--- src/rtl/fetch_sequencer.sv ---
// fetch_sequencer: fetch-stage control FSM for the LEGv8 core.
// Owns the fetch PC, keeps at most one instruction-memory request in flight,
// hands each fetched word plus its PC to decode under stall backpressure,
// and redirects on taken branches and exceptions, squashing stale fetches.
// Optional feature macro: FETCH_ALIGN_CHECK_EN. When it is defined, a misaligned
// redirect target raises align_fault and parks the FSM in HALT. When it is
// undefined, target bits [1:0] are forced to zero.
`timescale 1ns/1ps
module fetch_sequencer #(
    parameter logic [63:0] RESET_PC = 64'h0
) (
    input  logic        clk,
    input  logic        reset,
    input  logic        branch_valid,
    input  logic [63:0] branch_target,
    input  logic        exc_valid,
    input  logic [63:0] exc_vector,
    input  logic        stall_D,
    output logic        imem_req,
    output logic [63:0] imem_addr,
    input  logic        imem_gnt,
    input  logic        imem_rvalid,
    input  logic [31:0] imem_rdata,
    output logic        instr_valid_D,
    output logic [31:0] instr_D,
    output logic [63:0] pc_D,
    output logic        redirect_pending,
    output logic        align_fault
);

    typedef enum logic [2:0] {
        IDLE    = 3'd0,
        REQ     = 3'd1,
        WAIT    = 3'd2,
        DELIVER = 3'd3
`ifdef FETCH_ALIGN_CHECK_EN
        , HALT  = 3'd4
`endif
    } state_e;

    state_e      state_q, state_d;
    logic [63:0] fetch_pc_q, fetch_pc_d;
    logic        pend_valid_q, pend_valid_d;
    logic        pend_exc_q, pend_exc_d;
    logic [63:0] pend_target_q, pend_target_d;
    logic        squash_q, squash_d;
    logic        instr_valid_q, instr_valid_d;
    logic [31:0] instr_q, instr_d;
    logic [63:0] pc_q, pc_d;
`ifdef FETCH_ALIGN_CHECK_EN
    logic        align_fault_q, align_fault_d;
`endif

    logic        redir_in;
    logic [63:0] in_target;
    logic        m_valid;
    logic        m_exc;
    logic [63:0] m_target;
    logic        load_fault;
    state_e      load_state;
    logic        do_load;

    // Merge this cycle's redirect with the latched one: exceptions win, and a
    // pending exception is never displaced by a branch.
    always_comb begin
        redir_in = exc_valid | branch_valid;
`ifdef FETCH_ALIGN_CHECK_EN
        in_target = exc_valid ? exc_vector : branch_target;
`else
        in_target = (exc_valid ? exc_vector : branch_target) & ~64'h3;
`endif
        m_valid  = pend_valid_q;
        m_exc    = pend_exc_q;
        m_target = pend_target_q;
        if (exc_valid) begin
            m_valid  = 1'b1;
            m_exc    = 1'b1;
            m_target = in_target;
        end else if (branch_valid && !(pend_valid_q && pend_exc_q)) begin
            m_valid  = 1'b1;
            m_exc    = 1'b0;
            m_target = in_target;
        end
`ifdef FETCH_ALIGN_CHECK_EN
        load_fault = (m_target[1:0] != 2'b00);
        load_state = load_fault ? HALT : REQ;
`else
        load_fault = 1'b0;
        load_state = REQ;
`endif
    end

    // Next-state and datapath decode; a redirect load is applied last so it
    // overrides whatever the current state would otherwise do.
    always_comb begin
        state_d       = state_q;
        fetch_pc_d    = fetch_pc_q;
        pend_valid_d  = pend_valid_q;
        pend_exc_d    = pend_exc_q;
        pend_target_d = pend_target_q;
        squash_d      = squash_q;
        instr_valid_d = instr_valid_q;
        instr_d       = instr_q;
        pc_d          = pc_q;
        do_load       = 1'b0;
`ifdef FETCH_ALIGN_CHECK_EN
        align_fault_d = 1'b0;
`endif
        case (state_q)
            IDLE: begin
                state_d = REQ;
                if (m_valid) begin
                    do_load = 1'b1;
                end
            end
            REQ: begin
                pend_valid_d  = m_valid;
                pend_exc_d    = m_exc;
                pend_target_d = m_target;
                if (redir_in) begin
                    squash_d = 1'b1;
                end
                if (imem_gnt) begin
                    state_d = WAIT;
                end
            end
            WAIT: begin
                if (imem_rvalid) begin
                    if (squash_q || redir_in) begin
                        do_load = 1'b1;
                    end else begin
                        instr_d       = imem_rdata;
                        pc_d          = fetch_pc_q;
                        instr_valid_d = 1'b1;
                        state_d       = DELIVER;
                    end
                end else begin
                    pend_valid_d  = m_valid;
                    pend_exc_d    = m_exc;
                    pend_target_d = m_target;
                    if (redir_in) begin
                        squash_d = 1'b1;
                    end
                end
            end
            DELIVER: begin
                if (redir_in) begin
                    instr_valid_d = 1'b0;
                    do_load       = 1'b1;
                end else if (!stall_D) begin
                    instr_valid_d = 1'b0;
                    fetch_pc_d    = fetch_pc_q + 64'd4;
                    state_d       = REQ;
                end
            end
`ifdef FETCH_ALIGN_CHECK_EN
            HALT: begin
                if (exc_valid) begin
                    do_load = 1'b1;
                end
            end
`endif
            default: begin
                state_d = IDLE;
            end
        endcase

        if (do_load) begin
            state_d       = load_state;
            fetch_pc_d    = load_fault ? fetch_pc_q : m_target;
            pend_valid_d  = 1'b0;
            pend_exc_d    = 1'b0;
            squash_d      = 1'b0;
`ifdef FETCH_ALIGN_CHECK_EN
            align_fault_d = load_fault;
`endif
        end
    end

    // State and output registers with synchronous active-low reset.
    always_ff @(posedge clk) begin
        if (!reset) begin
            state_q       <= IDLE;
            fetch_pc_q    <= RESET_PC;
            pend_valid_q  <= 1'b0;
            pend_exc_q    <= 1'b0;
            pend_target_q <= 64'h0;
            squash_q      <= 1'b0;
            instr_valid_q <= 1'b0;
            instr_q       <= 32'h0;
            pc_q          <= 64'h0;
`ifdef FETCH_ALIGN_CHECK_EN
            align_fault_q <= 1'b0;
`endif
        end else begin
            state_q       <= state_d;
            fetch_pc_q    <= fetch_pc_d;
            pend_valid_q  <= pend_valid_d;
            pend_exc_q    <= pend_exc_d;
            pend_target_q <= pend_target_d;
            squash_q      <= squash_d;
            instr_valid_q <= instr_valid_d;
            instr_q       <= instr_d;
            pc_q          <= pc_d;
`ifdef FETCH_ALIGN_CHECK_EN
            align_fault_q <= align_fault_d;
`endif
        end
    end

    // Request signals are decoded from state; the address reads zero when idle.
    always_comb begin
        imem_req         = (state_q == REQ);
        imem_addr        = imem_req ? fetch_pc_q : 64'h0;
        instr_valid_D    = instr_valid_q;
        instr_D          = instr_q;
        pc_D             = pc_q;
        redirect_pending = pend_valid_q;
`ifdef FETCH_ALIGN_CHECK_EN
        align_fault      = align_fault_q;
`else
        align_fault      = 1'b0;
`endif
    end

endmodule

--- config.mk ---
export PLATFORM = sky130hd
export DESIGN_NAME = fetch_sequencer
export DESIGN_NICKNAME = d
export VERILOG_FILES = /design/src/rtl/fetch_sequencer.sv
export SDC_FILE = /design/constraint.sdc
export NUM_CORES = 1
export LEC_CHECK = 0
export ABC_AREA = 1
export CORE_MARGIN = 2
export CORE_UTILIZATION = 46
export CTS_BUF_LIST = sky130_fd_sc_hd__clkbuf_8
export CTS_CLUSTER_DIAMETER = 200
export DETAILED_ROUTE_END_ITERATION = 12
export GPL_TIMING_DRIVEN = 0
export PLACE_DENSITY = 0.81
export RECOVER_POWER = 50
export SYNTH_ARGS = -nofsm -noshare
export SYNTH_HDL_FRONTEND = slang
export SYNTH_SLANG_ARGS = --single-unit
export TNS_END_PERCENT = 10
--- constraint.sdc ---
create_clock -name clk -period 1.74 [get_ports clk]
set_input_delay 0.348 -clock clk [delete_from_list [all_inputs] [get_ports clk]]
set_output_delay 0.348 -clock clk [all_outputs]
set_load 0.02 [all_outputs]
==> results.cfg, run 1 <==
[timing]
fin_ws_ns = -0.388
worst_pin_slew_ns = 0.973
rsz0062_at_grt = true
hold_viol_final = 0
relSlewSlack_pct = 35.1
fmax_mhz = 470
period_share_pct = 122
fin_skew_ns = 0.0234
finalSetupViolCount = 279
timing.hold.ws_ns = 0.250
slew_viol_final = 0
period_needed_ns = 2.13

[synth]
yosys-top-cells-count = 698 x nand2_1, 282 x inv_1, 258 x nor2_1
avgSynthCellArea_um2 = 6.03
yosysSeqAreaShare_pct = 35.9
synth_nets = 2296
yosysTopAreaCellShare_pct = 35.9
synthCells = 2123
synth_most_common_cell = nand2_1
ys_seq_elements = 230
synth-edff-count = 0
yosys_most_used_dff = dfxtp_1
synth_cell_types = 39
synth_area_leaders = dfxtp_1 36%, nand2_1 20%, inv_1 8.3%
syn-cell-area_um2 = 12800
synth_top_area_cell = dfxtp_1
ys_async_sr_fraction_pct = 0
ys.warnings.count = 0

[pwr]
power_density_nw_per_um2 = 1410
leakage_nw = 8.84
vdd_drop_max_mv = 0.673

[die]
core_um2 = 27600
fp.dieArea_um2 = 29200
initial_core_util_pct = 46.4
io_pins = 331
num_rows = 61
fp.dieW_um = 171
die_h_um = 171

[worst_setup_path]
cp_max_fo = 8
critPathLaunchType = register
cp.required_ns = 1.39
setup.worst_path.end_class = output pin
crit_type = reg -> out
arrival_ns = 1.78

[global_route]
grt_max_degree = 11
grt_pass1_wl_um = 72700
overflow = 0
antenna_found_initial = 0
grt_use_total_pct = 32.2
grt_pass1_vias = 13800

[cts]
clock_path_buffers = 3
cts_buffers = 41
numClockSinks = 230
clkLatencyLatePin_ns = 0.56
root_buffer = clkbuf_8
cts.hold.buffers_added = 0
htree_levels = 2
path_clk_slew_ns = 0.05
tritoncts = built

[place]
globalplace.congestion = 0.955
dp_cells = 2825
dp_hpwl_um = 37700
post_dp_cell_area_um2 = 16500
io_buffers = 324

[final_layout]
final_area_um2 = 19100
final_nets = 2730
antennaDiodeCount = 0
drive_gt1_share_pct = 21.3
fin_cells = 2959
final_util_pct = 69.2
fill_cells = 2364
area_delta_synth_final_pct = 49.2

[outcome]
run_status = complete, but fails checks
failed_checks = negative setup slack

[detailed_routing]
drtPass1Iterations = 6
routed_wl_um = 53200
antenna_left = 0
wl_per_cell_um = 18.0
drtIter0Drc = 1376
vias_per_cell = 5.29
vias = 15600
drc_errors = 0

[job]
maxCapViolations = 0

[worst_hold_path]
hold_path_class = in -> reg
[report_power, final]
group	leakage (nW)	switching (mW)	internal, mW
Combinational	6.50	7.54	5.92
Clock	0.443	2.31	2.63
Sequential	1.90	1.72	6.79
[logic make-up after synthesis]
group	Yosys count	share of synthesized area [%]
AND/OR/NAND/NOR	1048	32.3
buffers and inverters	403	12.6
AO/OA/AOI/OAI	397	16.0
flip-flops	230	35.9
XOR/XNOR	38	2.60
adder cells (fa/ha/maj)	6	0.586
other	1	0.0293
[worst max-delay path, stage by stage (launching register included)]
cell	delay, ns
dfxtp_2	0.32
inv_2	0.07
ha_4	0.19
clkbuf_16	0.21
clkbuf_16	0.17
nand2_2	0.06
inv_2	0.07
buf_6	0.11
[routing by layer]
metal	vias up	wire length, µm	global-route usage [%]
met5	-	0	0
met4	0	2310	13.3
met3	154	4680	6.78
met2	842	25200	54.5
met1	7207	21000	39.9
li1	7440	-	-
[registers in the layout, indices dropped and copies added, names as in the netlist]
| register | cells |
|---|---|
| pc_D | 64 |
| squash_q | 1 |
| redirect_pending | 1 |
| instr_D | 32 |
| pend_exc_q | 1 |
| pend_target_q | 64 |
| fetch_pc_q | 64 |
| instr_valid_D | 1 |
| state_q | 2 |
[layout by cell type (no fill, tap or decap), types with 9 or more instances in the layout]
| cell type | count |
|---|---|
| clkbuf_1 | 85 |
| clkbuf_8 | 48 |
| buf_8 | 14 |
| nand2_4 | 19 |
| a21oi_1 | 139 |
| dfxtp_2 | 31 |
| nand4_1 | 11 |
| a21oi_2 | 23 |
| buf_6 | 78 |
| dlymetal6s2s_1 | 28 |
| nand2_2 | 52 |
| xor2_1 | 32 |
| nor2_2 | 26 |
| clkdlybuf4s50_1 | 182 |
| buf_2 | 19 |
| clkbuf_2 | 13 |
| o21ai_1 | 40 |
| dfxtp_1 | 183 |
| buf_4 | 54 |
| o21ai_0 | 165 |
| buf_12 | 9 |
| clkbuf_16 | 14 |
| nor2_1 | 221 |
| nand3_1 | 49 |
| inv_2 | 65 |
| nor2_4 | 21 |
| dfxtp_4 | 16 |
| nand2_1 | 631 |
| inv_1 | 230 |
[final cells by class]
class	count	area (µm²)	share of cell area, %
repair buffers	391	3890	20.4
clock inverters	19	108	0.563
flip-flops and latches	230	4700	24.6
multi-input cells	1490	7300	38.2
clock buffers	48	661	3.46
inverters	290	1110	5.82
plain buffers	113	863	4.52
well taps	378	473	2.47
[timing repair]
| item | in CTS | in global routing |
|---|---|---|
| setup buffers | 6 | 45 |
| cloned | 3 | 13 |
| gates resized for setup | 465 | 515 |
| setup endpoints to repair | 387 | 385 |
| pin swaps | 3 | 34 |
[per-stage QoR]
step | worst slack [ns] | setup TNS, ns | power, mW
floorplan | -0.0405 | -0.842 | 13.5
global placement | -0.993 | -205.73 | 16.9
detailed placement | -1.03 | -211.18 | 17.2
CTS | -0.364 | -56.48 | 22.9
global route | -0.437 | -69.21 | 28.1
finish | -0.388 | -50.98 | 26.9
[path summary, 6_finish.rpt]
| kind | start | end | slack, ns | depth (start not counted) |
|---|---|---|---|---|
| max reg2reg | state_q[1] | pend_target_q[52] | -0.28 | 12 |
| min | reset | pend_target_q[7] | 0.25 | 3 |
| max | state_q[1] | imem_addr[44] | -0.39 | 7 |
| min reg2reg | pc_D[13] | pc_D[13] | 0.44 | 2 |
Note: power is estimated with default switching activity, not from simulation.
==> inputs of run 2 (changes only) <==
- SLEW_MARGIN: default -> 20
==> results of run 2 <==
The final DEF is identical to that of run 1; final timing and power are the same.
